### src/rtl/seg_scan_driver.sv
// seg_scan_driver
//   Time-multiplexed seven-segment driver for NUM_DIGITS digits sharing one
//   active-low segment bus. A shadow register holds one 5-bit glyph code per
//   digit. A refresh counter steps through the digits. Each digit slot opens
//   with DEAD_CYCLES of all-anodes-off to suppress ghosting. Any digit can be
//   blanked on alternate blink half-periods.
//
// Ports
//   clk         system clock
//   rst_n       synchronous active-low reset
//   codes_in    glyph codes, digit i at [i*CODE_W +: CODE_W]
//   load        capture codes_in into the shadow register on this edge
//   blink_en    per-digit blink enable, sampled live
//   seg_out     segments a..g (bit6=a, bit0=g), active-low, registered
//   an_out      digit anodes, active-low, bit i = digit i, registered
//   frame_tick  one-cycle pulse following the wrap from the last digit to digit 0
module seg_scan_driver #(
   parameter int unsigned NUM_DIGITS  = 4,
   parameter int unsigned CODE_W      = 5,
   parameter int unsigned REFRESH_DIV = 100000,
   parameter int unsigned DEAD_CYCLES = 1000,
   parameter int unsigned BLINK_HALF  = 25000000
) (
   input  logic                         clk,
   input  logic                         rst_n,
   input  logic [NUM_DIGITS*CODE_W-1:0] codes_in,
   input  logic                         load,
   input  logic [NUM_DIGITS-1:0]        blink_en,
   output logic [6:0]                   seg_out,
   output logic [NUM_DIGITS-1:0]        an_out,
   output logic                         frame_tick
);

   localparam int unsigned SlotW  = (REFRESH_DIV > 1) ? $clog2(REFRESH_DIV) : 1;
   localparam int unsigned IdxW   = (NUM_DIGITS > 1) ? $clog2(NUM_DIGITS) : 1;
   localparam int unsigned BlinkW = (BLINK_HALF > 1) ? $clog2(BLINK_HALF) : 1;

   localparam logic [SlotW-1:0]  SlotLast  = SlotW'(REFRESH_DIV - 1);
   localparam logic [SlotW-1:0]  DeadLimit = SlotW'(DEAD_CYCLES);
   localparam logic [IdxW-1:0]   IdxLast   = IdxW'(NUM_DIGITS - 1);
   localparam logic [BlinkW-1:0] BlinkLast = BlinkW'(BLINK_HALF - 1);

   localparam logic [6:0] SegBlank = 7'b1111111;

   // Glyph decode, active-low a..g. Codes above 16 all render as "0".
   function automatic logic [6:0] decode(input logic [CODE_W-1:0] code);
      logic [6:0] seg;
      case (code)
         5'd0:    seg = 7'b1111111;
         5'd1:    seg = 7'b1001111;
         5'd2:    seg = 7'b0010010;
         5'd3:    seg = 7'b0000110;
         5'd4:    seg = 7'b1001100;
         5'd5:    seg = 7'b0100100;
         5'd6:    seg = 7'b0100000;
         5'd7:    seg = 7'b0001111;
         5'd8:    seg = 7'b0000000;
         5'd9:    seg = 7'b0000100;
         5'd10:   seg = 7'b1111110;
         5'd11:   seg = 7'b1000001;
         5'd12:   seg = 7'b0001001;
         5'd13:   seg = 7'b0110001;
         5'd14:   seg = 7'b1110001;
         5'd15:   seg = 7'b1111110;
         5'd16:   seg = 7'b1000010;
         default: seg = 7'b0000001;
      endcase
      return seg;
   endfunction

   logic [SlotW-1:0]                   slot_q, slot_d;
   logic [IdxW-1:0]                    idx_q, idx_d;
   logic [BlinkW-1:0]                  blink_cnt_q, blink_cnt_d;
   logic                               blink_phase_q, blink_phase_d;
   logic [NUM_DIGITS-1:0][CODE_W-1:0]  shadow_q, shadow_d;
   logic [6:0]                         seg_q, seg_d;
   logic [NUM_DIGITS-1:0]              an_q, an_d;
   logic                               frame_tick_q, frame_tick_d;

   always_comb begin
      slot_d        = slot_q + SlotW'(1);
      idx_d         = idx_q;
      frame_tick_d  = 1'b0;
      blink_cnt_d   = blink_cnt_q + BlinkW'(1);
      blink_phase_d = blink_phase_q;
      shadow_d      = shadow_q;
      seg_d         = SegBlank;
      an_d          = '1;

      if (slot_q == SlotLast) begin
         slot_d = '0;
         if (idx_q == IdxLast) begin
            idx_d        = '0;
            frame_tick_d = 1'b1;
         end else begin
            idx_d = idx_q + IdxW'(1);
         end
      end

      if (blink_cnt_q == BlinkLast) begin
         blink_cnt_d   = '0;
         blink_phase_d = ~blink_phase_q;
      end

      // All digits replaced together; never a partial update.
      if (load) begin
         shadow_d = codes_in;
      end

      // Outputs come from pre-edge state only, so a new idx and a new shadow
      // captured on the same edge both appear together one edge later.
      if (slot_q >= DeadLimit) begin
         an_d = ~(NUM_DIGITS'(1) << idx_q);
         if (!(blink_en[idx_q] && !blink_phase_q)) begin
            seg_d = decode(shadow_q[idx_q]);
         end
      end
   end

   always_ff @(posedge clk) begin
      if (!rst_n) begin
         slot_q        <= '0;
         idx_q         <= '0;
         blink_cnt_q   <= '0;
         blink_phase_q <= 1'b1;
         shadow_q      <= '0;
         seg_q         <= SegBlank;
         an_q          <= '1;
         frame_tick_q  <= 1'b0;
      end else begin
         slot_q        <= slot_d;
         idx_q         <= idx_d;
         blink_cnt_q   <= blink_cnt_d;
         blink_phase_q <= blink_phase_d;
         shadow_q      <= shadow_d;
         seg_q         <= seg_d;
         an_q          <= an_d;
         frame_tick_q  <= frame_tick_d;
      end
   end

   assign seg_out    = seg_q;
   assign an_out     = an_q;
   assign frame_tick = frame_tick_q;

endmodule

### config.mk
export PLATFORM = sky130hd
export DESIGN_NAME = seg_scan_driver
export DESIGN_NICKNAME = d
export VERILOG_FILES = /design/src/rtl/seg_scan_driver.sv
export SDC_FILE = /design/constraint.sdc
export NUM_CORES = 1
export LEC_CHECK = 0
export ABC_AREA = 1
export BUFFER_PORTS_ARGS = -buffer_cell sky130_fd_sc_hd__buf_2
export CAP_MARGIN = 20
export CORE_ASPECT_RATIO = 1.1
export CORE_MARGIN = 1
export CORE_UTILIZATION = 55
export CTS_BUF_LIST = sky130_fd_sc_hd__clkbuf_2
export DETAILED_ROUTE_END_ITERATION = 16
export PLACE_DENSITY = 0.89
export SYNTH_ARGS = -nofsm -noshare
export SYNTH_HDL_FRONTEND = slang
export SYNTH_SLANG_ARGS = --single-unit
### constraint.sdc
create_clock -name clk -period 1.8 [get_ports clk]
set_clock_uncertainty 0.2 [all_clocks]
set_input_delay 0.09 -clock clk [delete_from_list [all_inputs] [get_ports clk]]
set_output_delay 0.09 -clock clk [all_outputs]
set_load 0.02 [all_outputs]
==> summary.txt, run 1 <==
Status
  – Outcome: finished with violations
  – Failing checks: setup timing

Timing
  – Pins Over Slew Limit: 0
  – Final Hold Vio Count: 0
  – Final setup violation count: 8
  – Final WS setup: -104.5 ps
  – RSZ-0062 raised after global routing: yes
  – Max-slew headroom: 0.4880
  – Hold_ws: 47.27 ps
  – Fin crit share: 1.058
  – Measured slew at the worst slew-check pin: 765.5 ps
  – Setup TNS: -537.5 ps
  – Fin crit period: 1904 ps
  – Top achievable clock speed: 0.5251 GHz

Routing
  – DRT Pass-1 Iters: 5
  – Drt via density: 6.163
  – WL per Instance: 19.28 µm
  – DR DRC count: 0
  – Vias: 4647
  – Initial DRC count: 701
  – Max layer used: met4
  – Wl on met1: 4698 µm
  – Routed WL: 14540 µm
  – Routed length on met3: 1626 µm
  – Met2 routed WL: 6554 µm
  – Routed Antenna Nets: 0

Global route
  – Initial antenna violation count: 2
  – Vias in the first global route: 3911
  – First-pass GRT wire length: 18910 µm
  – GRT Total Usage: 0.3522
  – Largest net degree at the start of global routing: 26
  – Grt total ovfl: 0

Cells and area
  – Share of layout cells above drive strength 1: 0.2149
  – NumNets Final: 704
  – Most frequent cells in the layout: nand2_1 (121), nor2_1 (98), dfxtp_1 (71)
  – Layout area overhead: 32.04%
  – Cell Count, Final, Fillers Out: 754
  – Commonest non-fill, non-tap cell in the layout: nand2_1
  – Finished Core Util: 0.7575

Clock network
  – Clk pin slew, worst setup/hold paths: 290 ps
  – CTS tree: yes
  – Clock Path Buffers: 2
  – CTS Sinks: 77
  – Clock latency on the worst-skew pair: 570 ps
  – Root Driver: clkbuf_2
  – CTS Buf Count: 9
  – Number of H-tree levels: 3

Synthesis
  – Synth Area in Adders: 0.03923
  – Synth Area in Compound Gates: 0.08075
  – EDFF count, synth: 0
  – Synth Register Bits: 77
  – Mapped Area: 3827 µm²
  – Syn_nets: 596
  – Synth warnings: 0
  – Synth async-reset ratio: 0
  – Yosys cell types: 31
  – Post-Synth XOR/XNOR Area: 0.02975
  – Synth Flop Type: dfxtp_1
  – Cells after Synth: 557
  – Mux share of post-synthesis cell area: 0
  – Simple-gate portion of the synthesized area: 0.3746
  – Main combinational cell family by area after synthesis: simple AND/OR/NAND/NOR gates
  – Seq/Total Area, Yosys: 0.4027
  – Avg Inst Size Synth: 6.871 µm²

Critical path
  – CP Max Fanout: 7
  – CP required: 2050 ps
  – CP arrival: 2150 ps
  – End point of the critical path: seg_out[2]$_SDFF_PP1_
  – Kind of critical path: register to register
  – R2r startpoint: idx_q[0]$_SDFFE_PN0N_
  – R2R setup slack: -100 ps
  – CP endpoint kind: register
  – Worst setup path startpoint: idx_q[0]$_SDFFE_PN0N_
  – Worst r2r path cells: 8
  – Critical path launch point type: register
  – Reg2reg end: seg_out[2]$_SDFF_PP1_

Placement
  – Hpwl dp: 6183 µm
  – Post-place setup slack: -66.16 ps
  – Total placed cells including tap cells: 681
  – GP Congestion: 1.011
  – Port Buffers: 38

Floorplanning
  – Die ar.: 7297 µm²
  – Std-Cell Core Area: 6671 µm²
  – Chip Width: 81.54 µm
  – I/O pin count: 39
  – Initial core utilization: 0.5737
  – Rows: 31
  – Die Y: 89.49 µm

Pwr
  – Lkg Pwr: 2.001 nW
  – Pwr dens: 641.2 nW/µm²
  – VDD IR max: 522.9 µV

Min path
  – Hold Crit Class: input pin to register

Run
  – Maxcap violations: 0
## worst max-delay path: stages (launching register included)
cell	delay, ps
dfxtp_4	490
buf_12	130
buf_4	150
nor2_1	60
nor2_1	310
o21ai_4	130
buf_12	150
o21ai_1	70
o21ai_1	90
## routing by layer
layer,vias to the layer above,global-route usage
met4,0,0.2744
met1,2058,0.3838
li1,2001,-
met3,177,0.08061
met5,-,0
met2,411,0.5894
## sequential cells by signal, summed over array words and instances (netlist names)
register       flops
idx_q              2
blink_cnt_q       25
slot_q            17
blink_phase_q      1
seg_out            7
shadow_q          20
frame_tick         1
an_out             4
## cell families (layout without fill, tap and decap cells)
family | after synthesis | count (layout)
simple gates | 331 | 333
flops | 77 | 77
buf+inv | 66 | 177
compound gates | 58 | 58
xor+xnor | 13 | 13
fa+ha+maj | 12 | 12
other cells | 0 | 2
## through the flow
step	instance area [µm²]	power (W)
finish	5054	0.003240
global route	5051	0.003329
CTS	4841	0.003046
detailed placement	4164	0.002037
global placement	4164	0.002030
floorplan	3831	0.001971
## layout make-up
class | count | area, µm²
timing repair buffer | 106 | 849.6
fill | 431 | 1618
clock buffer | 9 | 45.04
clock inverter | 7 | 66.31
antenna | 2 | 5.005
inverter | 55 | 214.0
multi-input combinational | 416 | 2217
sequential | 77 | 1554
tap | 82 | 102.6
## power breakdown
| part | internal (W) | switching, W |
|---|---|---|
| logic | 0.000194 | 0.000240 |
| registers | 0.00175 | 0.0000441 |
| clock network | 0.000313 | 0.000697 |
| total | 0.00226 | 0.000981 |
## cells in the mapped netlist, drive strengths merged, types with 3 or more instances
library cell  number  area (µm²)
nor2             109       429.2
nand2            139       539.3
dfxtp             77        1541
buf                6       53.79
nand3             50       265.3
xnor2              7       61.31
ha                12       150.1
xor2               6       52.55
a21oi             27       138.9
inv               55       206.5
nand4             12       75.07
nand3b             4       30.03
o21ai             29       156.4
nor3              13       70.07
clkbuf             5       18.77
or2                3       18.77
## what timing repair did
item / CTS / global route
resized for setup: 2 / 59
hold endpoints to repair: 77 / 1
hold buffers: 54 / 2
buffers inserted: 1 / 4
pin swaps: 0 / 10
endpoints found under the setup margin: 3 / 59
gates cloned: 0 / 2
## how the worst min path moves through the flow
stage                  from                         to  slack, ps  cells after the start
2_1_floorplan  codes_in[19]  shadow_q[19]$_SDFFE_PN0P_         20                      2
3_3_place_gp   codes_in[19]  shadow_q[19]$_SDFFE_PN0P_        110                      3
3_5_place_dp   codes_in[14]  shadow_q[14]$_SDFFE_PN0P_        120                      3
4_1_cts                load   shadow_q[1]$_SDFFE_PN0P_        120                      4
5_1_grt                load  shadow_q[11]$_SDFFE_PN0P_         40                      3
6_report               load  shadow_q[11]$_SDFFE_PN0P_         50                      3
(Power assumes the default switching activity.)
==> run 2: changes to the inputs <==
--- a/config.mk
+++ b/config.mk
@@ -8,9 +8,11 @@
 export ABC_AREA = 1
 export BUFFER_PORTS_ARGS = -buffer_cell sky130_fd_sc_hd__buf_2
 export CAP_MARGIN = 20
+export CELL_PAD_IN_SITES_DETAIL_PLACEMENT = 0
+export CELL_PAD_IN_SITES_GLOBAL_PLACEMENT = 2
 export CORE_ASPECT_RATIO = 1.1
 export CORE_MARGIN = 1
-export CORE_UTILIZATION = 55
+export CORE_UTILIZATION = 31
 export CTS_BUF_LIST = sky130_fd_sc_hd__clkbuf_2
 export DETAILED_ROUTE_END_ITERATION = 16
 export PLACE_DENSITY = 0.89
==> run 2 against run 1 <==
The run ends with hold timing, setup timing left. Non-clock buffer count up 12. Sequential cell count stayed put. Core utilization down 34 points. Setup slack improved by 100 ps. Global-route usage is 19 points lower. Register-to-register slack better by 170 ps. Largest power group unchanged. Highest routed layer unchanged.
==> summary.txt, run 2 (synthesis results as in run 1) <==
Critical path
  – Critical path launch point type: input pin
  – CP Max Fanout: 1
  – CP required: 2060 ps
  – Reg2reg end: seg_out[0]$_SDFF_PP1_
  – CP endpoint kind: register
  – R2R setup slack: 70 ps
  – R2r startpoint: idx_q[0]$_SDFFE_PN0N_
  – Kind of critical path: input pin to register
  – CP arrival: 2060 ps
  – Worst r2r path cells: 12

Timing
  – Fin crit share: 1.002
  – RSZ-0062 raised after global routing: yes
  – Hold_ws: -295.2 ps
  – Max-slew headroom: 0.7200
  – Fin crit period: 1804 ps
  – Final setup violation count: 1
  – Final WS setup: -4.102 ps
  – Final Hold Vio Count: 53
  – Measured slew at the worst slew-check pin: 416.8 ps
  – Top achievable clock speed: 0.5543 GHz
  – Pins Over Slew Limit: 0

Global route
  – Vias in the first global route: 3696
  – Largest net degree at the start of global routing: 26
  – Initial antenna violation count: 0
  – Grt total ovfl: 0
  – First-pass GRT wire length: 16620 µm
  – GRT Total Usage: 0.1650

Floorplanning
  – Rows: 42
  – Std-Cell Core Area: 12030 µm²
  – Die Y: 118.5 µm
  – I/O pin count: 39
  – Chip Width: 107.9 µm
  – Die ar.: 12800 µm²
  – Initial core utilization: 0.3180

Routing
  – Routed Antenna Nets: 0
  – WL per Instance: 12.16 µm
  – DR DRC count: 0
  – Initial DRC count: 221
  – Vias: 3873
  – Drt via density: 4.644
  – DRT Pass-1 Iters: 4
  – Routed WL: 10140 µm

Clock network
  – Post-CTS Hold Buffers: 46
  – CTS tree: yes
  – Root Driver: clkbuf_2
  – CTS Sinks: 77
  – Clock Path Buffers: 2
  – Number of H-tree levels: 3
  – CTS Buf Count: 9
  – Clk pin slew, worst setup/hold paths: 190 ps
  – Clock latency on the worst-skew pair: 550 ps

Cells and area
  – Max reg flops: 25
  – Layout area overhead: 32.72%
  – Biggest register: blink_cnt_q
  – Fillers: 1260
  – Commonest non-fill, non-tap cell in the layout: nand2_1
  – Share of layout cells above drive strength 1: 0.1926
  – NumNets Final: 715
  – Most frequent cells in the layout: nand2_1 (129), nor2_1 (102), dfxtp_1 (74)
  – FF/Latch Area: 1548 µm²
  – Largest registers: blink_cnt_q: 25 flops, shadow_q: 20 flops, slot_q: 17 flops
  – Finished Core Util: 0.4221
  – # diodes: 0
  – Multi-input gate area: 2143 µm²

Pwr
  – Sw Share: 0.2738
  – VDD IR max: 379.4 µV
  – Pwr dens: 570.3 nW/µm²
  – Psw: 0.0007933 W
  – Clock group share of total power: 0.261
  – Power Total: 0.002897 W
  – Seq pwr share: 0.612
  – Lkg Pwr: 2.045 nW
  – Gate power share: 0.127
  – Internal power: 0.002104 W

Placement
  – Port Buffers: 38
  – Post-place setup slack: -16.51 ps
  – GP Congestion: 0.8081
  – Hpwl dp: 6914 µm

Min path
  – Startpoint of the worst hold path: rst_n
  – Hold Crit Class: input pin to register
  – Worst hold path cell count: 2
  – Min-Delay Endpoint: blink_phase_q$_SDFFE_PN1N_

Status
  – Outcome: finished with violations
  – Failing checks: hold timing, setup timing

Run
  – Maxcap violations: 0
run 2: worst max-delay path, cell delays in order:
cell           delay [ps]
dlygate4sd3_1         530
buf_2                 120
o21ai_0               160
dlygate4sd3_1         580
a21oi_1                40
dlygate4sd3_1         540
run 2: worst max path at each step:
stage	startpoint	end	cells after the start
floorplan	idx_q[0]$_SDFFE_PN0N_	seg_out[5]$_SDFF_PP1_	13
global placement	blink_cnt_q[20]$_SDFF_PP0_	blink_cnt_q[19]$_SDFF_PP0_	7
detailed placement	idx_q[0]$_SDFFE_PN0N_	seg_out[5]$_SDFF_PP1_	12
CTS	idx_q[0]$_SDFFE_PN0N_	seg_out[5]$_SDFF_PP1_	12
global route	idx_q[0]$_SDFFE_PN0N_	seg_out[0]$_SDFF_PP1_	12
finish	codes_in[1]	shadow_q[1]$_SDFFE_PN0P_	6
run 2: per-stage QoR:
step	setup TNS (ps)	std cells	cell area, µm²	hold WS, ps
after floorplan	0	557	3831	24.90
after global placement	0	767	4372	110.5
after detailed placement	-26.72	767	4372	118.6
after CTS	-17.95	828	4913	-404.1
after global routing	-125.7	834	5080	-313.3
final	-4.102	834	5080	-295.2
run 2: cell type report:
type,instances,area share
multi-input cells,415,0.4219
flip-flops and latches,77,0.3047
repair buffers,118,0.1803
inverters,55,0.04113
well taps,154,0.03793
clock buffers,11,0.01084
clock inverters,4,0.003202
run 2: power groups by stage:
stage	Combinational [W]	Clock, W	Sequential (W)
finish	0.000367	0.000757	0.00177
detailed placement	0.000246	0	0.00181
global placement	0.000244	0	0.00181
CTS	0.000334	0.000801	0.00177
floorplan	0.000171	0	0.00180
global route	0.000411	0.000858	0.00178
run 2: metal layers:
metal	up-vias	track usage	wire [µm]
met5	-	0	0
met4	0	0.08647	255
met3	21	0.02703	285
met2	65	0.2619	4779
met1	1763	0.2119	4818
li1	2024	-	-
run 2: repair_timing:
action                     CTS  global route
setup endpoints to repair    6            42
hold endpoints to repair    77            53
pin swaps                    1             8
resized for setup            3            27
setup buffers                0             6
cloned                       0             1
